<file path="config.mk">
export PLATFORM = sky130hd
export DESIGN_NAME = counter_sequencer
export DESIGN_NICKNAME = d
export VERILOG_FILES = /design/src/rtl/counter_sequencer.sv
export SDC_FILE = /design/constraint.sdc
export NUM_CORES = 1
export LEC_CHECK = 0
export BUFFER_PORTS_ARGS = -buffer_cell sky130_fd_sc_hd__buf_2
export CAP_MARGIN = 25
export CORE_MARGIN = 2
export CORE_UTILIZATION = 42
export DETAILED_ROUTE_END_ITERATION = 10
export GPL_ROUTABILITY_DRIVEN = 0
export PLACE_DENSITY = 0.75
export SLEW_MARGIN = 0
export SYNTH_ARGS = -nofsm -noshare
export SYNTH_HDL_FRONTEND = slang
export SYNTH_SLANG_ARGS = --single-unit
</file>
<file path="constraint.sdc">
create_clock -name clock -period 1.3 [get_ports clock]
set_input_delay 0.26 -clock clock [delete_from_list [all_inputs] [get_ports clock]]
set_output_delay 0.26 -clock clock [all_outputs]
set_load 0.02 [all_outputs]
</file>
<file path="src/rtl/counter_sequencer.sv">
// Start/stop/hold sequencer for a WIDTH-bit up-counter with programmable terminal value.
// Optional PRESCALE_EN: count ticks come from a PRESCALE_DIV-cycle divider instead of every clock.
module counter_sequencer #(
  parameter int WIDTH        = 4,
  parameter int PRESCALE_DIV = 4
) (
  input  logic             clock,
  input  logic             reset_n,
  input  logic             start,
  input  logic             stop,
  input  logic             hold,
  input  logic             auto_reload,
  input  logic [WIDTH-1:0] terminal,
  output logic [WIDTH-1:0] count,
  output logic             busy,
  output logic             tc,
  output logic             done
);

  // state | meaning
  // IDLE  | counter cleared, waiting for start
  // RUN   | counting toward the latched terminal value
  // DONE  | one-shot run finished, count parked at terminal
  typedef enum logic [1:0] {IDLE, RUN, DONE} state_t;

  state_t           state;
  logic [WIDTH-1:0] term;
  logic             mode;
  logic             tick;

  if (PRESCALE_DIV < 2 || PRESCALE_DIV > 256) begin : g_bad_div
    $error("PRESCALE_DIV must be in 2..256");
  end

`ifdef PRESCALE_EN
  localparam int DIV_W = $clog2(PRESCALE_DIV);
  localparam logic [DIV_W-1:0] DIV_LOAD = DIV_W'(PRESCALE_DIV - 1);

  logic [DIV_W-1:0] div_cnt;

  // Down-counter reloaded on start so the first tick lands PRESCALE_DIV cycles later.
  always_ff @(posedge clock or negedge reset_n) begin
    if (!reset_n) begin
      div_cnt <= DIV_LOAD;
    end else if (stop || start) begin
      div_cnt <= DIV_LOAD;
    end else if (state == RUN && !hold) begin
      if (div_cnt == '0) div_cnt <= DIV_LOAD;
      else               div_cnt <= div_cnt - 1'b1;
    end
  end

  assign tick = (div_cnt == '0);
`else
  assign tick = 1'b1;
`endif

  always_ff @(posedge clock or negedge reset_n) begin
    if (!reset_n) begin
      state <= IDLE;
      count <= '0;
      busy  <= 1'b0;
      tc    <= 1'b0;
      done  <= 1'b0;
      term  <= '0;
      mode  <= 1'b0;
    end else if (stop) begin
      state <= IDLE;
      count <= '0;
      busy  <= 1'b0;
      tc    <= 1'b0;
      done  <= 1'b0;
    end else if (start) begin
      state <= RUN;
      count <= '0;
      busy  <= 1'b1;
      tc    <= 1'b0;
      done  <= 1'b0;
      term  <= terminal;
      mode  <= auto_reload;
    end else begin
      tc <= 1'b0;
      if (state == RUN && !hold && tick) begin
        if (count == term) begin
          tc <= 1'b1;
          if (mode) begin
            count <= '0;
          end else begin
            state <= DONE;
            busy  <= 1'b0;
            done  <= 1'b1;
          end
        end else begin
          count <= count + 1'b1;
        end
      end
    end
  end

endmodule
</file>
Word-level counts from Yosys, hierarchy flattened
Index checks and enable logic that the tools add are counted.
Widths: inputs -> output; s select.
{ "word_totals": {"register_bits": 14, "inputBits": 10, "out_inout_bits": 7} }
{ "op_classes": {"addsub": 1, "eq_ne": 4, "muxes": 24, "bitwise": 1, "n_reduce_logical": 7} }
{ "op_table": {"columns": ["operator", "count"], "rows": [
  ["$mux 4", 5],
  ["$mux 1", 14],
  ["$mux 2", 5],
  ["$reduce_bool 3->1", 2],
  ["$add 4x1->4 const B", 1],
  ["$eq 4x4->1", 1],
  ["$ne 4x4->1 const B", 1],
  ["$reduce_and 2->1", 2],
  ["$ne 3x3->1 const B", 1],
  ["$reduce_and 3->1", 1],
  ["$eq 2x1->1 const B", 1],
  ["$logic_and 1x1->1", 1],
  ["$logic_not 1->1", 1],
  ["$not 1->1", 1]
]} }

Longest topological paths before layout
Gate-level depths: netlist of run 1.
{ "logic_depth": {"depth_word": 5, "mapped_depth": 5, "mapped_depth_nobuf": 4} }

Worst setup path after synthesis of run 1
Ideal clock, no wire load.
{ "synth_path": {"path_kind": "register to register", "start": "register, netlist name done", "end": "register done", "t_arrival_ps": 1404, "required_time_ps": 1223, "setup_slack_ps": -181, "stages_incl_launch_ff": 5, "path_buffers": 1, "cell_sequence": "dfrtp_1 -> or3b_1 -> buf_2 -> or3_1 -> a21oi_1"} }
{ "synth_rtl": {"columns": ["item", "line_no", "source"], "rows": [
  ["to (signal assigned)", "64", "done <= 1'b0;"],
  ["to (signal assigned)", "72", "done <= 1'b0;"],
  ["to (signal assigned)", "78", "done <= 1'b0;"],
  ["to (decl)", "17", "output logic done"]
]} }

==> impl_metrics.ini, run 1 <==
[grt]
grt_pass1_wl_um = 2350
use_met2_pct = 29.7
grt_pass1_vias = 585
grt_overflow = 0
grtUsageTotal_pct = 17.9
use_met1_pct = 19.8
grt_max_degree = 13
top_usage_layer = met2
met3_usage_pct = 7.76
antenna_found_initial = 0

[timing]
relSlewSlack_pct = 81.8
post-route-period-util_pct = 106
fmax_mhz = 729
worstMarginPinSlew_ns = 0.274
slew_viol_final = 0
fin_ws_ns = -0.0718
setup_viol = 6
finalHoldViolCount = 0
rsz0062_at_grt = true
final.min_clock_period_ns = 1.37
fin_hold_ws_ns = 0.180
skew_ns = 0.0120

[route]
wirelength_um = 1390
drt-vias-per-instance = 5.18
dr.pass1.iters = 2
drc = 0
wl_per_cell_um = 12.9
ant_nets = 0
vias = 559
drt_iter0_drc = 2

[synth]
synth_flop_cell = dfrtp_1
synth_edf_count = 0
yosys-top-cells-area = dfrtp_1 (49%), mux2_2 (7.4%), xnor2_1 (5.8%)
synth_top_area_cell = dfrtp_1
syn_area_per_cell_um2 = 10.1
ys_async_sr_fraction_pct = 100
synth_common_cells = dfrtp_1 (12), nand2_1 (5), mux2_2 (4), nand3_1 (4), xnor2_1 (4)
ys_ff_latch = 12
synth_area_um2 = 608
syn_inst = 60
yosys_warnings = 0
yosysMostFrequentCell = dfrtp_1
synth-seq-area-share_pct = 49.4
synth_top_cell_area_share_pct = 49.4
synth_nets = 71
synth_cell_types = 28

[layout]
fin_cells = 108
drive_gt1_share_pct = 57.0
final_cell_area_um2 = 925
final_util_pct = 69.3
diodes = 0
fillers = 113
layout.nets = 106
syn_to_final_growth_pct = 52.1

[status]
status = finished, violations left
violations = negative setup slack

[clock_tree]
clk_pin_slew_worst_paths_ns = 0.08
numCtsBuffers = 3
cts-root-buf = clkbuf_4
cts_tree = done
insertion_delay_ns = 0.27
htree_levels = 1
clock_sinks = 12
clockBufferDepth = 2

[worst_setup_path]
start_kind = flip-flop
crit_arrival_ns = 1.57
path_class = reg -> reg
cp_max_fo = 5
required_ns = 1.49
worst_setup_path_end_kind = flip-flop

[placed_design]
io_buffers = 16
dpl-instance-area_um2 = 817
dp.cells = 100
hpwl_um = 1010

[run]
cap_viol_max_count = 0

[floorplan]
design.core.area_um2 = 1330
die-area_um2 = 1770
die_h_um = 42.1
start_util_pct = 45.6
num_rows = 13
ioPinCount = 17
die_x_um = 42.1

[power]
p_per_area_nw_per_um2 = 909
worst_ir_drop_vdd_mv = 0.681
total_power_mw = 0.841
leakage_nw = 0.420

[min_path]
min_path_type = in -> reg
state kept, by name, summed over array words and instances (netlist names):
name,count
done,1
state,1
mode,1
term,4
tc,1
count,4
path summary, 6_finish.rpt:
check                             start       end  slack, ns  cells after the start
worst max-delay path               done  count[2]      -0.07                      4
worst min-delay path               stop  state[0]       0.18                      2
worst max register to register     done  count[2]      -0.07                      4
worst min register to register     mode      done       0.55                      2
max in group asynchronous       reset_n  state[0]       0.66                      2
min in group asynchronous       reset_n        tc       0.39                      2
worst max-delay path, stage by stage, from the launching register on:
cell and delay [ns]:
dfrtp_2 0.42, or3b_4 0.42, nor3b_2 0.20, o21ai_2 0.08, a31oi_1 0.17
final cells by class:
class	count	area, µm²	area share (%)
Timing Repair Buffer	32	218	23.5
Inverter	2	7.51	0.812
Multi-Input combinational cell	44	355	38.4
Sequential cell	12	303	32.7
Tap cell	15	18.8	2.03
Clock buffer	3	22.5	2.44
kinds of logic after synthesis:
logic type	after synthesis	share of synthesized area, %
compound gates	10	10.1
simple gates	24	22.0
xor+xnor	4	5.76
fa+ha+maj	1	2.06
flops	12	49.4
buf+inv	5	3.29
mux	4	7.41
power breakdown:
part	internal, mW	switching [mW]
clock	0.107	0.114
combinational	0.113	0.0828
sequential	0.400	0.0236
total	0.620	0.221
layout by cell type (no fill, tap or decap):
| cell | Yosys | layout |
|---|---|---|
| a21oi_1 | 2 | 2 |
| a31oi_1 | 3 | 3 |
| a32oi_1 | 1 | 1 |
| a41oi_2 | 0 | 1 |
| and2_1 | 1 | 1 |
| and4_4 | 0 | 1 |
| buf_2 | 1 | 16 |
| buf_4 | 0 | 11 |
| buf_6 | 0 | 4 |
| clkbuf_4 | 0 | 3 |
| dfrtp_1 | 12 | 10 |
| dfrtp_2 | 0 | 2 |
| dlygate4sd3_1 | 0 | 1 |
| ha_1 | 1 | 1 |
| inv_1 | 2 | 2 |
| mux2_2 | 4 | 4 |
| nand2_1 | 5 | 5 |
| nand2b_1 | 1 | 1 |
| nand3_1 | 4 | 4 |
| nand4_1 | 1 | 1 |
| nor2_1 | 1 | 1 |
| nor2b_1 | 2 | 2 |
| nor3_1 | 3 | 2 |
| nor3_2 | 0 | 1 |
| nor3b_2 | 0 | 1 |
| nor4_1 | 1 | 1 |
| o21ai_0 | 1 | 1 |
| o21ai_2 | 0 | 2 |
| or2_2 | 1 | 1 |
| or3_1 | 1 | 1 |
| or3b_2 | 0 | 1 |
| or3b_4 | 0 | 1 |
| xnor2_2 | 0 | 4 |
per-layer routing:
metal / part of all wire (%) / vias to the layer above
li1: - / 285
met1: 44 / 260
met2: 50 / 14
met3: 5.2 / 0
met4: 0 / 0
met5: 0 / -
through the flow:
step	setup TNS [ns]	worst slack (ns)
after floorplan	-0.534	-0.128
after global placement	-0.431	-0.119
after detailed placement	-0.667	-0.179
after CTS	-0.115	-0.0387
after global routing	-0.553	-0.104
final	-0.218	-0.0718
what timing repair did:
| item | in CTS | in global routing |
|---|---|---|
| endpoints found under the setup margin | 6 | 11 |
| gates cloned | 1 | 0 |
| hold endpoints to repair | 12 | 0 |
| setup buffers | 3 | 0 |
| hold buffers | 1 | 0 |
| gates resized for setup | 3 | 8 |
| pin swaps | 6 | 5 |
Note: power is estimated with default switching activity, not from simulation.
==> inputs of run 2 (changes only) <==
CAP_MARGIN = not set   (was 25)
CTS_BUF_LIST = sky130_fd_sc_hd__clkbuf_16   (was not set)
==> run 2 against run 1 <==
  * The flow still finishes with violations (negative setup slack)
  * Wire length rose by 1.8%
  * Clock-buffer cell count did not move
  * Utilization rose by 2.2 points
  * Total power rose by 39%
  * First-iteration DRC count rose to 6.0 times the previous value
  * Critical path depth rose by 2
  * Non-clock buffer count did not move
  * Flip-flop and latch count did not move
  * Via count rose by 5.0%
  * Largest cell class unchanged
  * Highest routed layer is now met4
==> impl_metrics.ini, run 2 (same netlist as run 1, synthesis figures left out) <==
[timing]
final.min_clock_period_ns = 1.35
setup_viol = 6
setup_tns_ns = -0.205
slew_viol_final = 0
finalHoldViolCount = 0
worstMarginPinSlew_ns = 0.275
fin_ws_ns = -0.0485
skew_ns = 0.00587
fmax_mhz = 742
rsz0062_at_grt = true
relSlewSlack_pct = 81.7
post-route-period-util_pct = 104

[worst_setup_path]
cp_max_fo = 3
worst_setup_path_end_kind = flip-flop
slowest_delay_ns = 0.41
required_ns = 1.42
crit_chain = xnor2_2 > nand4_1 > buf_4 > buf_4 > o21ai_2 > a31oi_1
start_kind = flip-flop
path_class = reg -> reg
reg2reg_depth = 6
crit_slowest_cell = dfrtp_1
crit_arrival_ns = 1.47
path_common_cell = buf_4

[status]
violations = negative setup slack
status = finished, violations left

[grt]
grt_overflow = 0
antenna_found_initial = 0
grtUsageTotal_pct = 19.1
grt_pass1_vias = 582
grt_max_degree = 13
grt_pass1_wl_um = 2470

[route]
wl_per_cell_um = 13.1
drt-vias-per-instance = 5.44
drc = 0
dr.pass1.iters = 4
drt_iter0_drc = 12
wirelength_um = 1410
vias = 587
ant_nets = 0

[placed_design]
io_buffers = 16
dp.cells = 100
hpwl_um = 1010
dpl-instance-area_um2 = 817

[layout]
syn_to_final_growth_pct = 56.8
final_util_pct = 71.5
diodes = 0
final_common_cell = buf_2
top_regs = count: 4 flops, term: 4 flops
regArea_um2 = 303
fillers = 106
layout.nets = 106
fin_cells = 108
multi_input_area_um2 = 347
most-common-layout-cells = buf_2 (16), buf_4 (15), dfrtp_1 (10)
final_cell_area_um2 = 953
drive_gt1_share_pct = 54.8

[clock_tree]
cts_tree = done
clock_sinks = 12
cts-root-buf = clkbuf_16
insertion_delay_ns = 0.24
clockBufferDepth = 2
clk_pin_slew_worst_paths_ns = 0.04
htree_levels = 1
numCtsBuffers = 3

[floorplan]
ioPinCount = 17
design.core.area_um2 = 1330
num_rows = 13
start_util_pct = 45.6
die_x_um = 42.1
die_h_um = 42.1
die-area_um2 = 1770

[power]
leakage_nw = 0.439
p_per_area_nw_per_um2 = 1230
worst_ir_drop_vdd_mv = 0.988

[run]
cap_viol_max_count = 0

[min_path]
min_path_type = in -> reg
holdPathStages = 2
## run 2: repair_timing
action | in CTS | in global routing
endpoints found under the hold margin | 12 | 0
setup buffers | 3 | 0
resized for setup | 3 | 2
endpoints found under the setup margin | 6 | 7
hold buffers | 1 | 0
cloned | 1 | 0
pin swaps | 5 | 4
## run 2: layer usage
layer	part of all wire (%)	vias to the layer above	global-route usage (%)
met5	0	-	0
met4	2.5	0	11.9
met3	6.3	6	8.62
met2	48	20	30.0
met1	43	275	20.9
li1	-	286	-
## run 2: worst max-delay path, delay by kind of cell, from the launching register on
family	cells	cell delay [ns]
xor+xnor	1	0.19
flops	1	0.41
simple gates	1	0.17
compound gates	2	0.14
buf+inv	2	0.32
## run 2: final timing paths
path / startpoint / endpoint / slack [ns]
setup / recovery: count[3] / count[3] / -0.05
hold / removal: stop / state[0] / 0.21
setup reg to reg: count[3] / count[3] / -0.05
hold reg to reg: mode / done / 0.54
max in group asynchronous: reset_n / state[0] / 0.63
min in group asynchronous: reset_n / tc / 0.43
## run 2: power breakdown
part / internal, mW / switching (mW)
sequential: 0.402 / 0.0230
combinational: 0.112 / 0.0828
clock: 0.400 / 0.151
## run 2: area by class of cell
cell class	count	area share [%]
multi-input cells	44	36.4
flip-flops and latches	12	31.8
repair buffers	32	21.3
clock buffers	3	7.87
well taps	15	1.97
inverters	2	0.787
## run 2: per-stage QoR
stage                     hold WS [ns]  setup WS [ns]  power, mW
final                            0.210        -0.0485       1.17
after CTS                        0.208        -0.0340       1.17
after detailed placement         0.152         -0.179      0.591
after global routing             0.217        -0.0915       1.22
after floorplan                -0.0356         -0.128      0.522
after global placement           0.150         -0.119      0.584
